`src/rtl/avalon_bus_arbiter.sv`:
```
// rtl/avalon_bus_arbiter.sv - Two-master round-robin arbiter onto a single shared slave port
// Master signals are passed through combinationally; only ownership and the last-granted pointer are stored.

module avalon_bus_arbiter #(
    parameter int ADDR_W = 32
) (
    input  logic              clk,
    input  logic              reset,

    input  logic [ADDR_W-1:0] m0_address,
    input  logic              m0_read,
    input  logic              m0_write,
    input  logic [31:0]       m0_writedata,
    input  logic [3:0]        m0_byteenable,
    output logic              m0_waitrequest,
    output logic [31:0]       m0_readdata,

    input  logic [ADDR_W-1:0] m1_address,
    input  logic              m1_read,
    input  logic              m1_write,
    input  logic [31:0]       m1_writedata,
    input  logic [3:0]        m1_byteenable,
    output logic              m1_waitrequest,
    output logic [31:0]       m1_readdata,

    output logic [ADDR_W-1:0] s_address,
    output logic              s_read,
    output logic              s_write,
    output logic [31:0]       s_writedata,
    output logic [3:0]        s_byteenable,
    input  logic              s_waitrequest,
    input  logic [31:0]       s_readdata,

    output logic [1:0]        grant
);

    typedef enum logic [1:0] {
        IDLE  = 2'd0,
        BUSY0 = 2'd1,
        BUSY1 = 2'd2
    } state_t;

    state_t state, state_nxt;
    logic   last_grant, last_grant_nxt;
    logic   req0, req1;

    assign req0 = m0_read | m0_write;
    assign req1 = m1_read | m1_write;

    // last_grant resets to 1 so that m0 wins the first contention
    always_ff @(posedge clk or negedge reset) begin
        if (!reset) begin
            state      <= IDLE;
            last_grant <= 1'b1;
        end else begin
            state      <= state_nxt;
            last_grant <= last_grant_nxt;
        end
    end

    always_comb begin
        state_nxt      = state;
        last_grant_nxt = last_grant;
        s_address      = '0;
        s_read         = 1'b0;
        s_write        = 1'b0;
        s_writedata    = '0;
        s_byteenable   = '0;
        m0_waitrequest = req0;
        m1_waitrequest = req1;
        m0_readdata    = '0;
        m1_readdata    = '0;
        grant          = 2'b00;

        case (state)
            IDLE: begin
                if (req0 && (!req1 || last_grant))
                    state_nxt = BUSY0;
                else if (req1)
                    state_nxt = BUSY1;
            end

            BUSY0: begin
                grant          = 2'b01;
                s_address      = m0_address;
                s_writedata    = m0_writedata;
                s_byteenable   = m0_byteenable;
                s_write        = m0_write;
                s_read         = m0_read & ~m0_write;
                m0_waitrequest = s_waitrequest;
                m0_readdata    = s_readdata;
                // Dropping the request is an abort: leave without touching last_grant
                if (!req0) begin
                    state_nxt = IDLE;
                end else if (!s_waitrequest) begin
                    last_grant_nxt = 1'b0;
                    state_nxt      = req1 ? BUSY1 : IDLE;
                end
            end

            BUSY1: begin
                grant          = 2'b10;
                s_address      = m1_address;
                s_writedata    = m1_writedata;
                s_byteenable   = m1_byteenable;
                s_write        = m1_write;
                s_read         = m1_read & ~m1_write;
                m1_waitrequest = s_waitrequest;
                m1_readdata    = s_readdata;
                if (!req1) begin
                    state_nxt = IDLE;
                end else if (!s_waitrequest) begin
                    last_grant_nxt = 1'b1;
                    state_nxt      = req0 ? BUSY0 : IDLE;
                end
            end

            default: state_nxt = IDLE;
        endcase
    end

endmodule

```
`config.mk`:
```
export PLATFORM = sky130hd
export DESIGN_NAME = avalon_bus_arbiter
export DESIGN_NICKNAME = d
export VERILOG_FILES = /design/src/rtl/avalon_bus_arbiter.sv
export SDC_FILE = /design/constraint.sdc
export NUM_CORES = 1
export LEC_CHECK = 0
export ABC_AREA = 1
export CORE_AREA = 10 10 114 116
export DETAILED_ROUTE_END_ITERATION = 10
export DIE_AREA = 0 0 124 126
export PLACE_DENSITY_LB_ADDON = 0.3
export SYNTH_ARGS = -nofsm -noshare
export SYNTH_HDL_FRONTEND = slang
export SYNTH_SLANG_ARGS = --single-unit
```
`constraint.sdc`:
```
create_clock -name clk -period 4.8 [get_ports clk]
set_clock_uncertainty 0.1 [all_clocks]
set_input_delay 1.44 -clock clk [delete_from_list [all_inputs] [get_ports clk]]
set_output_delay 1.44 -clock clk [all_outputs]
set_load 0.01 [all_outputs]
```
==> flow_summary_export.csv <==
group,metric,value,unit
critical_path,crit_path_end_kind,"primary output",
sta,tightest_slew,582,ps
sta,fin_crit_sh,0.917,
critical_path,path_class,"primary input to primary output",
sta,slew_headroom,0.612,
place,post-dp-hpwl,11100,um
critical_path,arrival,2860,ps
die,floorplan.initialDensity,0.176,
die,core_area,10700,um^2
critical_path,rr_startpoint,"state[1]$_DFFE_PN0P_",
routing,drt_iter0_markers,126,
logic_synthesis,syn_avg_cell_area,4.44,um^2
logic_synthesis,synth_area_leaders,"nand2_1 (43%), a21oi_1 (19%), inv_1 (15%)",
clock_tree,ctsHoldBuffers,0,
logic_synthesis,ys.flop_type,"dfrtp_1",
clock_tree,postCtsResizedCells,0,
critical_path,rr_endpoint,"state[0]$_DFFE_PN0P_",
clock_tree,cts.reportedPaths.clkPinSlew,30,ps
finish,area.growth.synth_to_final,173,%
routing,wl_met1,4230,um
clock_tree,cts_setup_buffers,0,
finish,drive_gt1_frac,0.0294,
routing,wl_met2,6690,um
logic_synthesis,synth_top_area_cell,"nand2_1",
grt,grt_pass1_vias,3433,
logic_synthesis,synth-seq-cells,3,
sta,tns,0,ps
finish,diodes,0,
hold_path,hold_class,"flip-flop to flip-flop",
routing,top_layer,"met4",
finish,nNetsFinal,894,
power_and_ir_drop,p_leak,2.33,nW
power_and_ir_drop,vdd_ir_drop_max,0.220,mV
die,fp.dieH,126,um
flow_run,drv_cap,0,
clock_tree,cts_sinks,3,
logic_synthesis,synth_cells,424,
die,num_rows,38,
clock_tree,clockBufferDepth,2,
power_and_ir_drop,power_density,391,nW/um^2
logic_synthesis,syn_nets,603,
logic_synthesis,synth_edf_count,0,
sta,drv_slew,0,
clock_tree,insertion_delay,210,ps
critical_path,reg2reg_setup_slack,2890,ps
clock_tree,cts_made_buffers,3,
clock_tree,cts_tree,"yes",
run_status,outcome,"completed",
hold_path,hold_path_depth,2,
routing,vias,3543,
sta,rsz0062_at_grt,"no",
critical_path,worst_ep_required_time,3260,ps
power_and_ir_drop,total_power,0.00201,W
logic_synthesis,ys_seq_area_frac,0.0406,
grt,grt_util_all_layers,0.144,
place,port_buffers,312,
die,die-area,15600,um^2
routing,wl_per_cell,15.0,um
clock_tree,cts_max_level,1,
grt,grt_max_degree,55,
logic_synthesis,synth-async-reset-ratio,1.00,
die,die_x,124,um
routing,ant_nets,0,
place,place_congestion,0.812,
critical_path,reg2reg_depth,9,
die,ioPinCount,313,
hold_path,min_from,"last_grant$_DFFE_PN1P_",
clock_tree,cts_root_buffer,"clkbuf_8",
sta,fmax,227,MHz
sta,fin_crit,4400,ps
logic_synthesis,synth.distinct_cells,20,
logic_synthesis,syn_area,1880,um^2
routing,drtPass1Iterations,4,
logic_synthesis,netlist.area_leader.share,0.431,
critical_path,critPathMaxFanout,6,
hold_path,min_to,"last_grant$_DFFE_PN1P_",
grt,grt_overflow,0,
grt,grt_antenna_before_repair,0,
sta,setup_viol,0,
sta,hold_viol,0,
grt,grt_pass1_wl,18300,um
routing,drc,0,
logic_synthesis,yosys_warnings,0,
routing,routed_wl,12800,um
routing,drt-vias-per-instance,4.15,
routing,met3_length,1810,um
critical_path,cp-start-kind,"primary input",
-- state kept, by name (all words and copies together) (netlist names) --
signal,flops
last_grant,1
state,2
-- worst max-delay path by stage --
stage / start / end / depth (start not counted)
6_report: m1_write / m1_waitrequest / 6
4_1_cts: m1_write / m1_waitrequest / 6
5_1_grt: m1_write / s_read / 5
3_5_place_dp: m1_write / m1_waitrequest / 6
3_3_place_gp: m1_write / m1_waitrequest / 6
2_1_floorplan: m1_write / m1_waitrequest / 4
-- worst max-delay path, stage by stage --
cell	delay [ps]
clkdlybuf4s50_1	480
inv_1	80
nand2_2	120
inv_1	40
o21ai_0	130
clkdlybuf4s50_1	580
-- synth_stat cells (3+ instances only) --
cell type,count
inv_1,77
ha_1,4
buf_6,3
buf_4,3
a21oi_1,71
clkbuf_1,7
inv_2,3
buf_2,19
nand3_1,7
nand2_1,216
-- placed cells by master, fill, tap and decap left out, types with 2 or more instances in the layout --
cell type and n:
buf_4 4, nor2_2 2, ha_1 2, clkbuf_8 3, buf_12 2, dfrtp_1 2, clkdlybuf4s50_1 312, o21ai_0 2
a21oi_1 71, nand3_1 7, inv_2 3, ha_4 2, inv_1 77, nand2_2 2, nand2_1 216
-- logic make-up (layout without fill, tap and decap cells) --
kind of cell             Yosys count  count (layout)  share of synthesized area
AND/OR/NAND/NOR                  230             230                      0.473
AO/OA/AOI/OAI                     75              75                      0.205
flip-flops                         3               3                     0.0406
buffers and inverters            112             402                      0.254
adder cells (fa/ha/maj)            4               4                     0.0266
-- report_power, final --
part | switching [W] | leakage, nW | internal (W) | total [W]
clock network | 0.0000170 | 0.0228 | 0.0000567 | 0.0000737
registers | 0.0000150 | 0.0359 | 0.0000407 | 0.0000556
logic | 0.000963 | 2.27 | 0.000920 | 0.00188
-- per-stage QoR --
stage / worst slack, ps / hold WS, ps / instances / cell area, um^2 / utilization
finish: 400 / 364 / 854 / 5140 / 0.481
global route: 281 / 383 / 854 / 5140 / 0.481
CTS: 381 / 368 / 854 / 5140 / 0.481
detailed placement: 376 / 367 / 850 / 5100 / 0.476
global placement: 365 / 358 / 850 / 5100 / 0.476
floorplan: 1360 / 347 / 424 / 1880 / -
-- cell type report --
| class | count | area, um^2 |
|---|---|---|
| clock buffers | 4 | 45.0 |
| inverters | 80 | 300 |
| well taps | 140 | 175 |
| multi-input cells | 309 | 1350 |
| repair buffers | 318 | 3190 |
| fillers | 1087 | 5560 |
| flip-flops and latches | 3 | 76.3 |
-- per-layer routing --
layer | global-route usage | vias to the layer above
met5 | 0 | -
met4 | 0.0169 | 0
li1 | - | 1834
met3 | 0.0697 | 8
met2 | 0.282 | 182
met1 | 0.133 | 1519
Note: power is estimated with default switching activity, not from simulation.
==> variant (same settings) <==
`ADDR_W`: 32 -> 64.
--- a/src/rtl/avalon_bus_arbiter.sv
+++ b/src/rtl/avalon_bus_arbiter.sv
@@ -2,7 +2,7 @@
 // Master signals are passed through combinationally; only ownership and the last-granted pointer are stored.
 
 module avalon_bus_arbiter #(
-    parameter int ADDR_W = 32
+    parameter int ADDR_W = 64
 ) (
     input  logic              clk,
     input  logic              reset,
Interface: changed (resized m0_address, m1_address and s_address); port bits go from 313 to 409. The function was not compared with the original's and may differ.
==> variant against the unedited design <==
  * Setup slack got worse by 0.14 ns
  * Sequential cell count unchanged
  * Power increased by 29%
  * Core utilization increased by 13 points
  * Via count increased by 28%
  * Design area increased by 27%
  * Register-to-register slack got worse by 0.14 ns
  * Routed wire length increased by 50%
  * Area after synthesis increased by 24%
  * Critical endpoint unchanged
==> variant: results (changes against the unedited design) <==
.. list-table::
   :header-rows: 1

   * - Metric
     - Value
   * - Run status
     - completed
   * - Post-DP HPWL
     - 16600 um (+49%)
   * - Synthesized-area fraction occupied by adder cells
     - 0.0214 (-0.00516)
   * - Most instantiated cells after synthesis
     - sky130_fd_sc_hd__nand2_1, sky130_fd_sc_hd__a21oi_1, sky130_fd_sc_hd__inv_1
   * - Transition time at the pin with the least slew margin
     - 0.677 ns (+0.0953 ns)
   * - Largest net degree at the start of global routing
     - 65 (+18%)
   * - Peak supply drop
     - 0.325 mV (+48%)
   * - Number of library cell types mapped by synthesis
     - 16 (-20%)
   * - Internal power
     - 1.27 mW (+25%)
   * - Placed cell areas
     - 6480 um^2 (+27%)
   * - Via density
     - 4.32 (+4.1%)
   * - Count of port buffers added during placement
     - 408 (+31%)
   * - Power in sequential cells
     - 56.5 uW (+2%)
   * - Net total in the final layout
     - 1155 (+29%)
   * - Detailed Route Iter0 Violations
     - 248 (+97%)
   * - Top area cells in the synthesized netlist
     - sky130_fd_sc_hd__nand2_1, sky130_fd_sc_hd__a21oi_1, sky130_fd_sc_hd__inv_1, sky130_fd_sc_hd__buf_4, sky130_fd_sc_hd__buf_2
   * - Wire length of the first global-routing pass
     - 27200 um (+48%)
   * - Register-to-Register Setup Slack
     - 2.75 ns (-0.14 ns)
   * - Global-route usage over all layers
     - 0.222 (+0.0780)
   * - Slowest stage delay, CP
     - 0.64 ns (+0.06 ns)
   * - R2R Path Start
     - state[0]
   * - Leakage power
     - 2.82 nW (+21%)
   * - Complex-gate fraction of the synthesized area
     - 0.232 (+0.0266)
   * - Final GP Congestion
     - 0.883 (+8.7%)
   * - Worst endpoint data arrival time
     - 3.00 ns (+0.14 ns)
   * - Number of nets produced by synthesis
     - 774 (+28%)
-- variant: cell types whose count changed after synthesis, moves of 3 or more --
cell,delta
sky130_fd_sc_hd__a21oi_1,+32
sky130_fd_sc_hd__buf_4,+12
sky130_fd_sc_hd__inv_1,+3
sky130_fd_sc_hd__inv_2,-3
sky130_fd_sc_hd__nand2_1,+66
-- variant: cell families (layout without fill, tap and decap cells) --
family,Yosys count,count (layout)
buf+inv,123,503
flops,3,3
compound gates,107,107
simple gates,294,294
fa+ha+maj,4,4
-- variant: tightest hold or removal path, stage by stage, from the launching register on --
cell	delay [ns]
sky130_fd_sc_hd__dfstp_2	0.36
sky130_fd_sc_hd__o31ai_1	0.06
sky130_fd_sc_hd__nand2_1	0.05
-- variant: area by class of cell --
| class | instances | area, um^2 |
|---|---|---|
| repair buffers | 419 | 4190 |
| fillers | 1001 | 4180 |
| multi-input cells | 405 | 1730 |
| inverters | 80 | 300 |
| well taps | 140 | 175 |
| flip-flops and latches | 3 | 76.3 |
| clock buffers | 4 | 45.0 |
-- variant: per-stage QoR --
step                setup WS, ns  power (mW)  instances  hold slack (ns)
CTS                        0.242        2.63       1051            0.374
floorplan                   1.33        1.24        531            0.351
global route               0.164        2.80       1051            0.410
global placement           0.250        2.54       1047            0.363
detailed placement         0.270        2.54       1047            0.370
finish                     0.263        2.59       1051            0.373
-- variant: per-layer routing --
layer  vias to the layer above  track usage  wire length, um
met5                         -            0                0
met4                         0       0.0366              198
met3                        13       0.0813             1970
met2                       206        0.428            10200
met1                      1962        0.221             6900
li1                       2357            -                -
